`src/rtl/turn_scheduler.sv`:
```
// Two-player artillery turn sequencer: Enter starts a game, players alternate aiming and firing.
// One edge per video frame; every output is a register or a decode of the state register.
module turn_scheduler #(
  parameter int TURN_FRAMES = 600,
  parameter int FLIGHT_MAX  = 240,
  parameter int LIVES       = 3
) (
  input  logic       frame_clk,
  input  logic       Reset,
  input  logic [7:0] keycode,
  input  logic [3:0] power_p1,
  input  logic [3:0] angle_p1,
  input  logic [3:0] power_p2,
  input  logic [3:0] angle_p2,
  input  logic       proj_done,
  input  logic       hit_p1,
  input  logic       hit_p2,
  output logic       p1_in_turn,
  output logic       p2_in_turn,
  output logic       fire,
  output logic [3:0] fire_power,
  output logic [3:0] fire_angle,
  output logic [1:0] lives_p1,
  output logic [1:0] lives_p2,
  output logic [9:0] turn_timer,
  output logic [1:0] winner,
  output logic       game_over
);
  localparam int FW = $clog2(FLIGHT_MAX + 1);
  localparam logic [1:0] LIVES_INIT = 2'(LIVES);
  localparam logic [7:0] KEY_ENTER = 8'd40;
  localparam logic [7:0] KEY_SPACE = 8'd44;

  typedef enum logic [2:0] {IDLE, P1_AIM, P2_AIM, FLIGHT, SWITCH, GAME_OVER} state_t;

  state_t          state;
  logic [7:0]      key_prev;
  logic [FW-1:0]   flight_cnt;
  logic            shooter_p2;
  logic            enter_ev;
  logic            fire_ev;

  assign enter_ev = (keycode == KEY_ENTER) && (key_prev != KEY_ENTER);
  assign fire_ev  = (keycode == KEY_SPACE) && (key_prev != KEY_SPACE);

  function automatic logic [1:0] dec_sat(input logic [1:0] l);
    return (l == 2'd0) ? 2'd0 : l - 2'd1;
  endfunction

  always_ff @(posedge frame_clk) begin
    if (Reset) begin
      state      <= IDLE;
      key_prev   <= 8'd0;
      fire       <= 1'b0;
      fire_power <= 4'd0;
      fire_angle <= 4'd0;
      lives_p1   <= LIVES_INIT;
      lives_p2   <= LIVES_INIT;
      turn_timer <= 10'd0;
      winner     <= 2'b00;
      flight_cnt <= '0;
      shooter_p2 <= 1'b0;
    end else begin
      key_prev <= keycode;
      fire     <= 1'b0;
      case (state)
        IDLE: if (enter_ev) begin
          state      <= P1_AIM;
          lives_p1   <= LIVES_INIT;
          lives_p2   <= LIVES_INIT;
          turn_timer <= 10'd0;
          winner     <= 2'b00;
        end
        P1_AIM, P2_AIM: begin
          turn_timer <= turn_timer + 10'd1;
          shooter_p2 <= (state == P2_AIM);
          // A shot on the last aim frame still counts; only an idle final frame forfeits.
          if (fire_ev) begin
            state      <= FLIGHT;
            fire       <= 1'b1;
            fire_power <= (state == P1_AIM) ? power_p1 : power_p2;
            fire_angle <= (state == P1_AIM) ? angle_p1 : angle_p2;
            flight_cnt <= '0;
          end else if (turn_timer == 10'(TURN_FRAMES - 1)) begin
            state <= SWITCH;
          end
        end
        FLIGHT: begin
          if (proj_done) begin
            state <= SWITCH;
            if (hit_p1) lives_p1 <= dec_sat(lives_p1);
            if (hit_p2) lives_p2 <= dec_sat(lives_p2);
          end else if (flight_cnt == FW'(FLIGHT_MAX - 1)) begin
            state <= SWITCH;
          end else begin
            flight_cnt <= flight_cnt + 1'b1;
          end
        end
        SWITCH: begin
          if (lives_p1 == 2'd0 && lives_p2 == 2'd0) begin
            winner <= 2'b11;
            state  <= GAME_OVER;
          end else if (lives_p1 == 2'd0) begin
            winner <= 2'b10;
            state  <= GAME_OVER;
          end else if (lives_p2 == 2'd0) begin
            winner <= 2'b01;
            state  <= GAME_OVER;
          end else begin
            state      <= shooter_p2 ? P1_AIM : P2_AIM;
            turn_timer <= 10'd0;
          end
        end
        GAME_OVER: if (enter_ev) begin
          state  <= IDLE;
          winner <= 2'b00;
        end
        default: state <= IDLE;
      endcase
    end
  end

  assign p1_in_turn = (state == P1_AIM);
  assign p2_in_turn = (state == P2_AIM);
  assign game_over  = (state == GAME_OVER);

endmodule

```
`config.mk`:
```
export PLATFORM = sky130hd
export DESIGN_NAME = turn_scheduler
export DESIGN_NICKNAME = d
export VERILOG_FILES = /design/src/rtl/turn_scheduler.sv
export SDC_FILE = /design/constraint.sdc
export NUM_CORES = 1
export LEC_CHECK = 0
export ABC_CLOCK_PERIOD_IN_PS = 2700
export CORE_ASPECT_RATIO = 0.6
export CORE_MARGIN = 2
export CORE_UTILIZATION = 35
export DETAILED_ROUTE_END_ITERATION = 16
export SLEW_MARGIN = 20
export SYNTH_ARGS = -nofsm -noshare
export SYNTH_HDL_FRONTEND = slang
export SYNTH_SLANG_ARGS = --single-unit
```
`constraint.sdc`:
```
create_clock -name frame_clk -period 2.7 [get_ports frame_clk]
set_clock_uncertainty 0.05 [all_clocks]
set_input_delay 0.27 -clock frame_clk [delete_from_list [all_inputs] [get_ports frame_clk]]
set_output_delay 0.27 -clock frame_clk [all_outputs]
set_load 0.005 [all_outputs]
```
After elaboration in Yosys (flattened, before gate mapping)
Cells that the tools add are included.
- output and inout port bits: 28
- logic and storage cells: 99
- bits of input ports: 29
- flip-flop bits (word level): 45
- reductions and logical operators: 20
- equality and inequality tests: 26
- bitwise operators: 1
- muxes and demuxes: 37
- add/sub/neg operators: 4
- operators by type and width (cell ; count):
    $mux W10 ; 4
    $pmux W10 S3 ; 1
    $mux W3 ; 9
    $mux W2 ; 12
    $mux W8 ; 3
    $ne A2 B2 Y1 const B ; 10
    $eq A8 B6 Y1 const B ; 2
    $ne A8 B6 Y1 const B ; 2
    $pmux W8 S2 ; 1
    $reduce_and A4 Y1 ; 4
    $pmux W3 S5 ; 1
    $pmux W2 S2 ; 3
    $add A10 B1 Y10 const B ; 1
    $eq A10 B10 Y1 const B ; 1
    $add A8 B1 Y8 const B ; 1
    $eq A8 B8 Y1 const B ; 1
    $mux W4 ; 2
    $eq A3 B2 Y1 const B ; 2
    $eq A3 B3 Y1 const B ; 2
    $ne A3 B3 Y1 const B ; 2
    $reduce_bool A2 Y1 ; 3
    $reduce_or A2 Y1 ; 3
    $reduce_and A5 Y1 ; 1
    $logic_not A2 Y1 ; 2
    11 further kinds ; 15

Depth between registers and ports, before layout
Gate-level depths: netlist of the first run.
- depth after elaboration: 5
- depth in mapped cells: 7

Worst setup path before layout of the first run
No wires, ideal clock.
- path type: register to register
- start: reg key_prev[4]
- end: reg turn_timer[0]
- data required time: 2533 ps
- setup time: 117 ps
- slack: 803 ps
- cell stages (with the launch flop): 8
- period minus slack after synthesis: 1897 ps
- data arrival time: 1730 ps
- path through: dfxtp_1 or4b_1 buf_2 o211a_4 o211ai_2 buf_6 xor2_1 nor2_1
- cells in the longest elaborated chain, start to end: 4
- RTL lines (element ; line ; text):
    start: declaration ; 37 ; logic [7:0] key_prev;
    start signal: assignment ; 64 ; key_prev <= keycode;
    $ne A8 B6 Y1 ; 43 ; assign enter_ev = (keycode == KEY_ENTER) && (key_prev != KEY_ENTER);
    $logic_and A1 B1 Y1 ; 43 ;
    $ne A2 B2 Y1 (no line) ; n/a ;
    $reduce_and A5 Y1 (no line) ; n/a ;
    end signal: assignment ; 75 ; turn_timer <= turn_timer + 10'd1;
    end: declaration ; 25 ; output logic [9:0] turn_timer,
No other way between the ends.
A chain may end at the register's enable or synchronous reset.

Worst setup path after layout of the first run
- start: reg state[1]
- end: out p2_in_turn
- cells in the longest elaborated chain, start to end: 1
- RTL lines (element ; line ; text):
    start: declaration ; 36 ; state_t state;
    start signal: assignment ; 110 ; state <= shooter_p2 ? P1_AIM : P2_AIM;
    $eq A3 B2 Y1 ; 124 ; assign p2_in_turn = (state == P2_AIM);
    end: declaration ; 19 ; output logic p2_in_turn,
No other way between the ends.

==> metrics.md, run 1 <==
| Metric | Value |
|---|---|
| CTS tree | done |
| Vias per cell | between 5 and 6 |
| Synthesized area | 2230 sq um |
| Placed inst area | 2910 sq um |
| Global-route wire length before repair | 10.0 mm |
| Drt pass-1 iters | 4 |
| Top post-synthesis cells by area | dfxtp_1 (40%), a21oi_1 (5.6%), mux2_2 (5.1%) |
| Vias in the first global route | a little under 2000 |
| Ys Warns | 0 |
| Worst EP required | 2380 ps |
| Final setup vio count | 0 |
| CTS resizes | 0 |
| Critical path endpoint category | output port |
| GRT Total Usage | 0.184 |
| Sw frac | 0.345 |
| Routed wire length per instance | 15.3 um |
| RR Startpoint | key_prev[4] |
| Placeable Area | 6140 sq um |
| Max Cap Viol | 0 |
| Final Cell Area | between 3000 and 4000 sq um |
| Top cells by count, synth | dfxtp_1 (45), nand2_1 (28), a21oi_1 (25), nor2_1 (22), nor2b_1 (13) |
| Total Wirelength | 6.24 mm |
| Sinks on Clock Net | 45 |
| Slew Viols, Final | 0 |
| Flops & latches, synth | 45 |
| GRT overflow | 0 |
| Layout cells sized above 1 | 0.0957 |
| Outcome | finished clean |
| Ys async rst share | 0 |
| Syn_area_per_cell | 8.54 sq um |
| Hpwl dp | 4.60 mm |
| P_int | 1310 uW |
| Critical-path cell list | nand2b_1 -> nor2_1 -> clkdlybuf4s50_1 |
| Pwr dens | 659 nW/um^2 |
| Hold wc startpoint | fire_angle[2] |
| Rel. slew slack | 0.614 |
| Combinational fraction of design power | 0.356 |
| Leak Pwr | 0.00104 uW |
| Setup bufs post-CTS | 0 |
| CTS Buf Count | 5 |
| Die ar. | 7040 sq um |
| Vias | 2198 |
| Worst-Skew Late Latency | 300 ps |
| CTS Root Buffer Type | clkbuf_8 |
| Area Growth Syn to Fin | 35.9% |
| Arr. time, crit path | 1920 ps |
| Buffer depth of the longest clock path | 2 |
| Psw | ~690 uW |
| Number of flops mapped to enable cells by yosys | 0 |
| Initial Util | 0.363 |
| Routability cong. | 0.902 |
| Final period demand of the worst path | 2240 ps |
| IO Pins | 57 |
| PortBufs | 56 |
| Cell taking the most area after synthesis | dfxtp_1 |
| CP top delay family | flip-flops |
| RSZ-0062 raised after global routing | no |
| Largest stage delay, worst path | 600 ps |
| Crit Path Category | reg2out |
| Die Span Y | 65.8 um |
| DRC | 0 |
| Max FO, Critical Path | 14 |
| Worst-path clk slew | around 80 ps |
| Die W | 107 um |
| Mapped Cells | 261 |
| Sequential area share after synthesis | 0.404 |
| Most common cell in the netlist | dfxtp_1 |
| Hold WC Path Type | reg2reg |
| Number of DRC markers in iteration 0 | 137 |
| Netlist cell types | 52 |
| Synth Net Count | 292 |
| Setup tns final | 0 ps |
| H-tree depth | 2 |
| Clock network power share | 0.264 |
| Largest net degree at the start of global routing | 29 |
| Fin nets | 354 |
| Row Count | 22 |
| # hold bufs at CTS | 0 |
| Area share of the largest cell type after synthesis | 0.404 |
| Crit start category | flip-flop |
| Final period util | 0.830 |
| Fmax | approximately 0.45 GHz |
| Antenna cells | 0 |
| Synth Flop Type | dfxtp_1 |
| Critical path's slowest cell | dfxtp_1 |
| Antenna-violating nets left | 0 |
| Hold Violations, Final | 0 |
| Antenna violations before repair | 0 |
| CP startpoint | state[1] |
| Buffers and inverters on the worst path | 1 |
| Measured slew at the worst slew-check pin | 579 ps |
| Reg power frac | 0.379 |
| VDD IR-drop max | 0.236 mV |
## worst paths after layout
kind | end | slack (ps) | depth (start not counted)
setup / recovery | p2_in_turn | 460 | 3
hold / removal | fire_angle[2] | 410 | 2
setup reg to reg | turn_timer[0] | 540 | 6
hold reg to reg | fire_angle[2] | 410 | 2
## placed cells by master (no fill, tap or decap), types with 2 or more instances in the layout
master,netlist,layout
o21ai_1,2,2
o211ai_1,5,5
and3_1,3,3
nor2_1,22,22
nor3_1,6,6
or3_1,6,6
nor4b_1,2,2
mux2_2,10,10
o21ai_0,12,12
a32oi_1,2,2
or4b_1,2,2
and2_1,2,2
a311oi_1,5,5
dfxtp_1,45,45
o22ai_1,2,2
o211ai_2,2,2
buf_4,0,8
or4_1,2,2
clkbuf_8,0,6
a21oi_1,25,25
a21o_1,2,2
nand3_1,12,12
nor2b_1,13,13
nand2b_1,3,3
nand4b_1,2,2
ha_1,2,2
a31oi_1,5,5
clkdlybuf4s50_1,0,56
o211a_1,3,3
nand2_1,28,28
inv_1,6,6
## layer usage
| layer | vias to the layer above | global-route usage | part of all wire |
|---|---|---|---|
| met1 | 1024 | 0.290 | 0.56 |
| li1 | 1096 | - | - |
| met5 | - | 0 | 0 |
| met2 | 71 | 0.235 | 0.36 |
| met3 | 7 | 0.0621 | 0.071 |
| met4 | 0 | 0.0341 | 0.0082 |
## worst min-delay path: stages (launching register included)
cell     delay (ps)
dfxtp_1         320
nand2_1          50
a21oi_1          50
## area by class of cell
cell class	instances	area [sq um]
multi-input combinational	201	1260
clock buffer	7	86.3
tap	84	105
inverter	6	22.5
timing repair buffer	64	621
fill	617	3110
clock inverter	1	30.0
sequential	45	901
## power groups by stage
stage	registers (uW)	clock network [uW]	logic, uW
floorplan	741	0	480
global route	767	573	774
finish	757	528	711
detailed placement	771	0	694
global placement	770	0	679
CTS	755	539	700
## per-stage QoR
stage | total power (uW) | hold WS [ps] | utilization | cells | setup slack, ps
after floorplan | 1220 | 348 | - | 261 | 803
after global placement | 1450 | 388 | 0.474 | 400 | 313
after detailed placement | 1460 | 400 | 0.474 | 400 | 283
after CTS | 1990 | 409 | 0.493 | 408 | 472
after global routing | 2110 | 426 | 0.493 | 408 | 279
final | 2000 | 410 | 0.493 | 408 | 460
## sequential cells by signal, summed over array words and instances, names as in the netlist
signal / count
winner: 2
fire_power: 4
key_prev: 8
lives_p1: 2
turn_timer: 10
fire: 1
lives_p2: 2
flight_cnt: 8
shooter_p2: 1
state: 3
fire_angle: 4
## logic make-up (layout without fill, tap and decap cells)
family,Yosys count,in the layout,synth area share
AND/OR/NAND/NOR,112,112,0.271
AO/OA/AOI/OAI,75,75,0.226
flip-flops,45,45,0.404
buffers and inverters,15,78,0.0292
multiplexers,11,11,0.0550
adder cells (fa/ha/maj),2,2,0.0112
XOR/XNOR,1,1,0.00393
No activity file was read; power rests on OpenSTA's default activity.
==> inputs of run 2 (changes only) <==
--- a/config.mk
+++ b/config.mk
@@ -5,7 +5,7 @@
 export SDC_FILE = /design/constraint.sdc
 export NUM_CORES = 1
 export LEC_CHECK = 0
-export ABC_CLOCK_PERIOD_IN_PS = 2700
+export ABC_CLOCK_PERIOD_IN_PS = 1950
 export CORE_ASPECT_RATIO = 0.6
 export CORE_MARGIN = 2
 export CORE_UTILIZATION = 35
==> constraint.sdc (replaced) <==
create_clock -name frame_clk -period 1.95 [get_ports frame_clk]
set_clock_uncertainty 0.05 [all_clocks]
set_input_delay 0.195 -clock frame_clk [delete_from_list [all_inputs] [get_ports frame_clk]]
set_output_delay 0.195 -clock frame_clk [all_outputs]
set_load 0.005 [all_outputs]
==> metrics.md, run 2 (synthesis results as in run 1) <==
| Metric | Value |
|---|---|
| Worst Reg2Reg Path Length in Cells | 7 |
| Routed wire length per instance | between 10 and 15 um |
| Sinks on Clock Net | 45 |
| Die Span Y | approximately 66 um |
| GRT Total Usage | 0.185 |
| Met1 GRT Util | 0.287 |
| Antenna-violating nets left | 0 |
| Hold endpoint | key_prev[0] |
| Worst EP required | 2100 ps |
| RR Startpoint | key_prev[4] |
| Reg2reg setup slack | 30 ps |
| H-tree depth | 2 |
| Placed cell count | 434 |
| Rel. slew slack | 0.603 |
| Max Cap Viol | 0 |
| Buffer depth of the longest clock path | 2 |
| Die ar. | 7040 sq um |
| Global-route wire length before repair | 10.1 mm |
| Crit start category | flip-flop |
| Final period demand of the worst path | 1920 ps |
| DRC | 0 |
| Outcome | finished clean |
| Routability cong. | 0.886 |
| Die W | ~110 um |
| Critical path endpoint category | flip-flop |
| Crit Path Category | reg2reg |
| Largest registers | turn_timer x10, flight_cnt x8, key_prev x8 |
| Max FO, Critical Path | 6 |
| Row Count | 22 |
| Slew Viols, Final | 0 |
| CTS Buf Count | 5 |
| Hold Violations, Final | 0 |
| Hpwl dp | 4.84 mm |
| Commonest non-fill, non-tap cells in the layout | clkdlybuf4s50_1 (54), buf_4 (42), dfxtp_1 (41) |
| Antenna cells | 0 |
| Setup tns final | 0 ps |
| VDD IR-drop max | 0.430 mV |
| Vias | 2340 |
| GR Layer Usage met3 | 0.0719 |
| Worst-Skew Late Latency | 300 ps |
| # hold bufs at CTS | 0 |
| CTS tree | done |
| RSZ-0062 raised after global routing | yes |
| Placeable Area | roughly 6100 sq um |
| Worst hold stages | 2 |
| Antenna violations before repair | 0 |
| Number of DRC markers in iteration 0 | between 200 and 250 |
| Drt pass-1 iters | 5 |
| Fmax | 0.520 GHz |
| Worst-path clk slew | 90 ps |
| Biggest register | turn_timer |
| Vias per cell | ~5.2 |
| IO Pins | between 50 and 60 |
| Hold WC Path Type | in2reg |
| M2 GR Usage | 0.236 |
| GRT overflow | 0 |
| Final period util | 0.987 |
| Most common cell after layout, fill and taps aside | clkdlybuf4s50_1 |
| PortBufs | 56 |
| Top Usage Layer GRT | met1 |
| Crit Reg-Reg Endpoint | turn_timer[0] |
| Hold wc startpoint | keycode[0] |
| Total Wirelength | about 6.5 mm |
| Filler cell count | 580 |
| Layout cells sized above 1 | 0.259 |
| Max FFs per register | 10 |
| Arr. time, crit path | roughly 2100 ps |
| Leak Pwr | approximately 0.0013 uW |
| Final setup vio count | 0 |
| Initial Util | 0.363 |
| Largest net degree at the start of global routing | 40 |
| Area Growth Syn to Fin | 54.1% |
| Measured slew at the worst slew-check pin | a little under 600 ps |
| Non-filler instance count after layout | 447 |
| Pwr dens | between 800 and 900 nW/um^2 |
| CTS Root Buffer Type | clkbuf_8 |
| Fin nets | ~400 |
| Vias in the first global route | slightly above 2000 |
## run 2: changes by cell type in the layout (fill, tap and decap cells not counted), sizes merged
cell           change
bufinv             -1
clkinv             +2
clkdlybuf4s50      -2
dlymetal6s2s       +2
clkinvlp           +1
buf               +39
clkbuf             -2
## run 2: through the flow
step           hold slack [ps]   util  cell area [sq um]  setup WS [ps]  power [uW]
2_1_floorplan              273      -               2230           53.4        1690
3_3_place_gp               387  0.518               3180           -205        2200
3_5_place_dp               395  0.518               3180           -230        2190
4_1_cts                    409  0.541               3320           1.48        2860
5_1_grt                    203  0.560               3430          -58.1        3160
6_report                   202  0.560               3430           26.2        2980
## run 2: per-layer routing
layer,wire length (um),part of all wire
met1,3410,0.52
met2,2510,0.38
met3,612,0.093
met4,17,0.0026
met5,0,0
## run 2: how the worst max path moves through the flow
| stage | from | endpoint | cells after the start |
|---|---|---|---|
| 2_1_floorplan | key_prev[4] | turn_timer[0] | 7 |
| 3_3_place_gp | keycode[0] | state[0] | 7 |
| 3_5_place_dp | keycode[0] | state[0] | 7 |
| 4_1_cts | keycode[0] | state[0] | 8 |
| 5_1_grt | key_prev[4] | turn_timer[0] | 7 |
| 6_report | key_prev[4] | turn_timer[0] | 7 |
## run 2: cell type report
cell class / instances / area, sq um / area share
Clock buffer: 5 / 68.8 / 0.0200
Tap cell: 84 / 105 / 0.0306
Multi-Input combinational cell: 201 / 1370 / 0.400
Sequential cell: 45 / 908 / 0.264
Clock inverter: 3 / 17.5 / 0.00510
Inverter: 6 / 22.5 / 0.00656
Timing Repair Buffer: 103 / 940 / 0.274
## run 2: report_power, final
group / total [uW] / internal, uW / switching [uW] / leakage [uW]
logic: 1360 / 676 / 683 / 0.000843
registers: 1050 / 981 / 68.4 / 0.000367
clock network: 573 / 248 / 326 / 0.0000439
## run 2: critical path: stages, from the launching register on
cell and delay [ps]:
dfxtp_2 320, or4b_4 580, o211a_4 270, o211ai_4 180, buf_6 150, buf_6 100
xor2_1 130, nor2_1 50
## run 2: what timing repair did
action | 4_1_cts | 5_1_grt
endpoints found under the setup margin | 23 | 23
resized for setup | 9 | 24
setup buffers | 2 | 3
hold endpoints to repair | 0 | 0
gates cloned | 1 | 0
pin swaps | 6 | 8
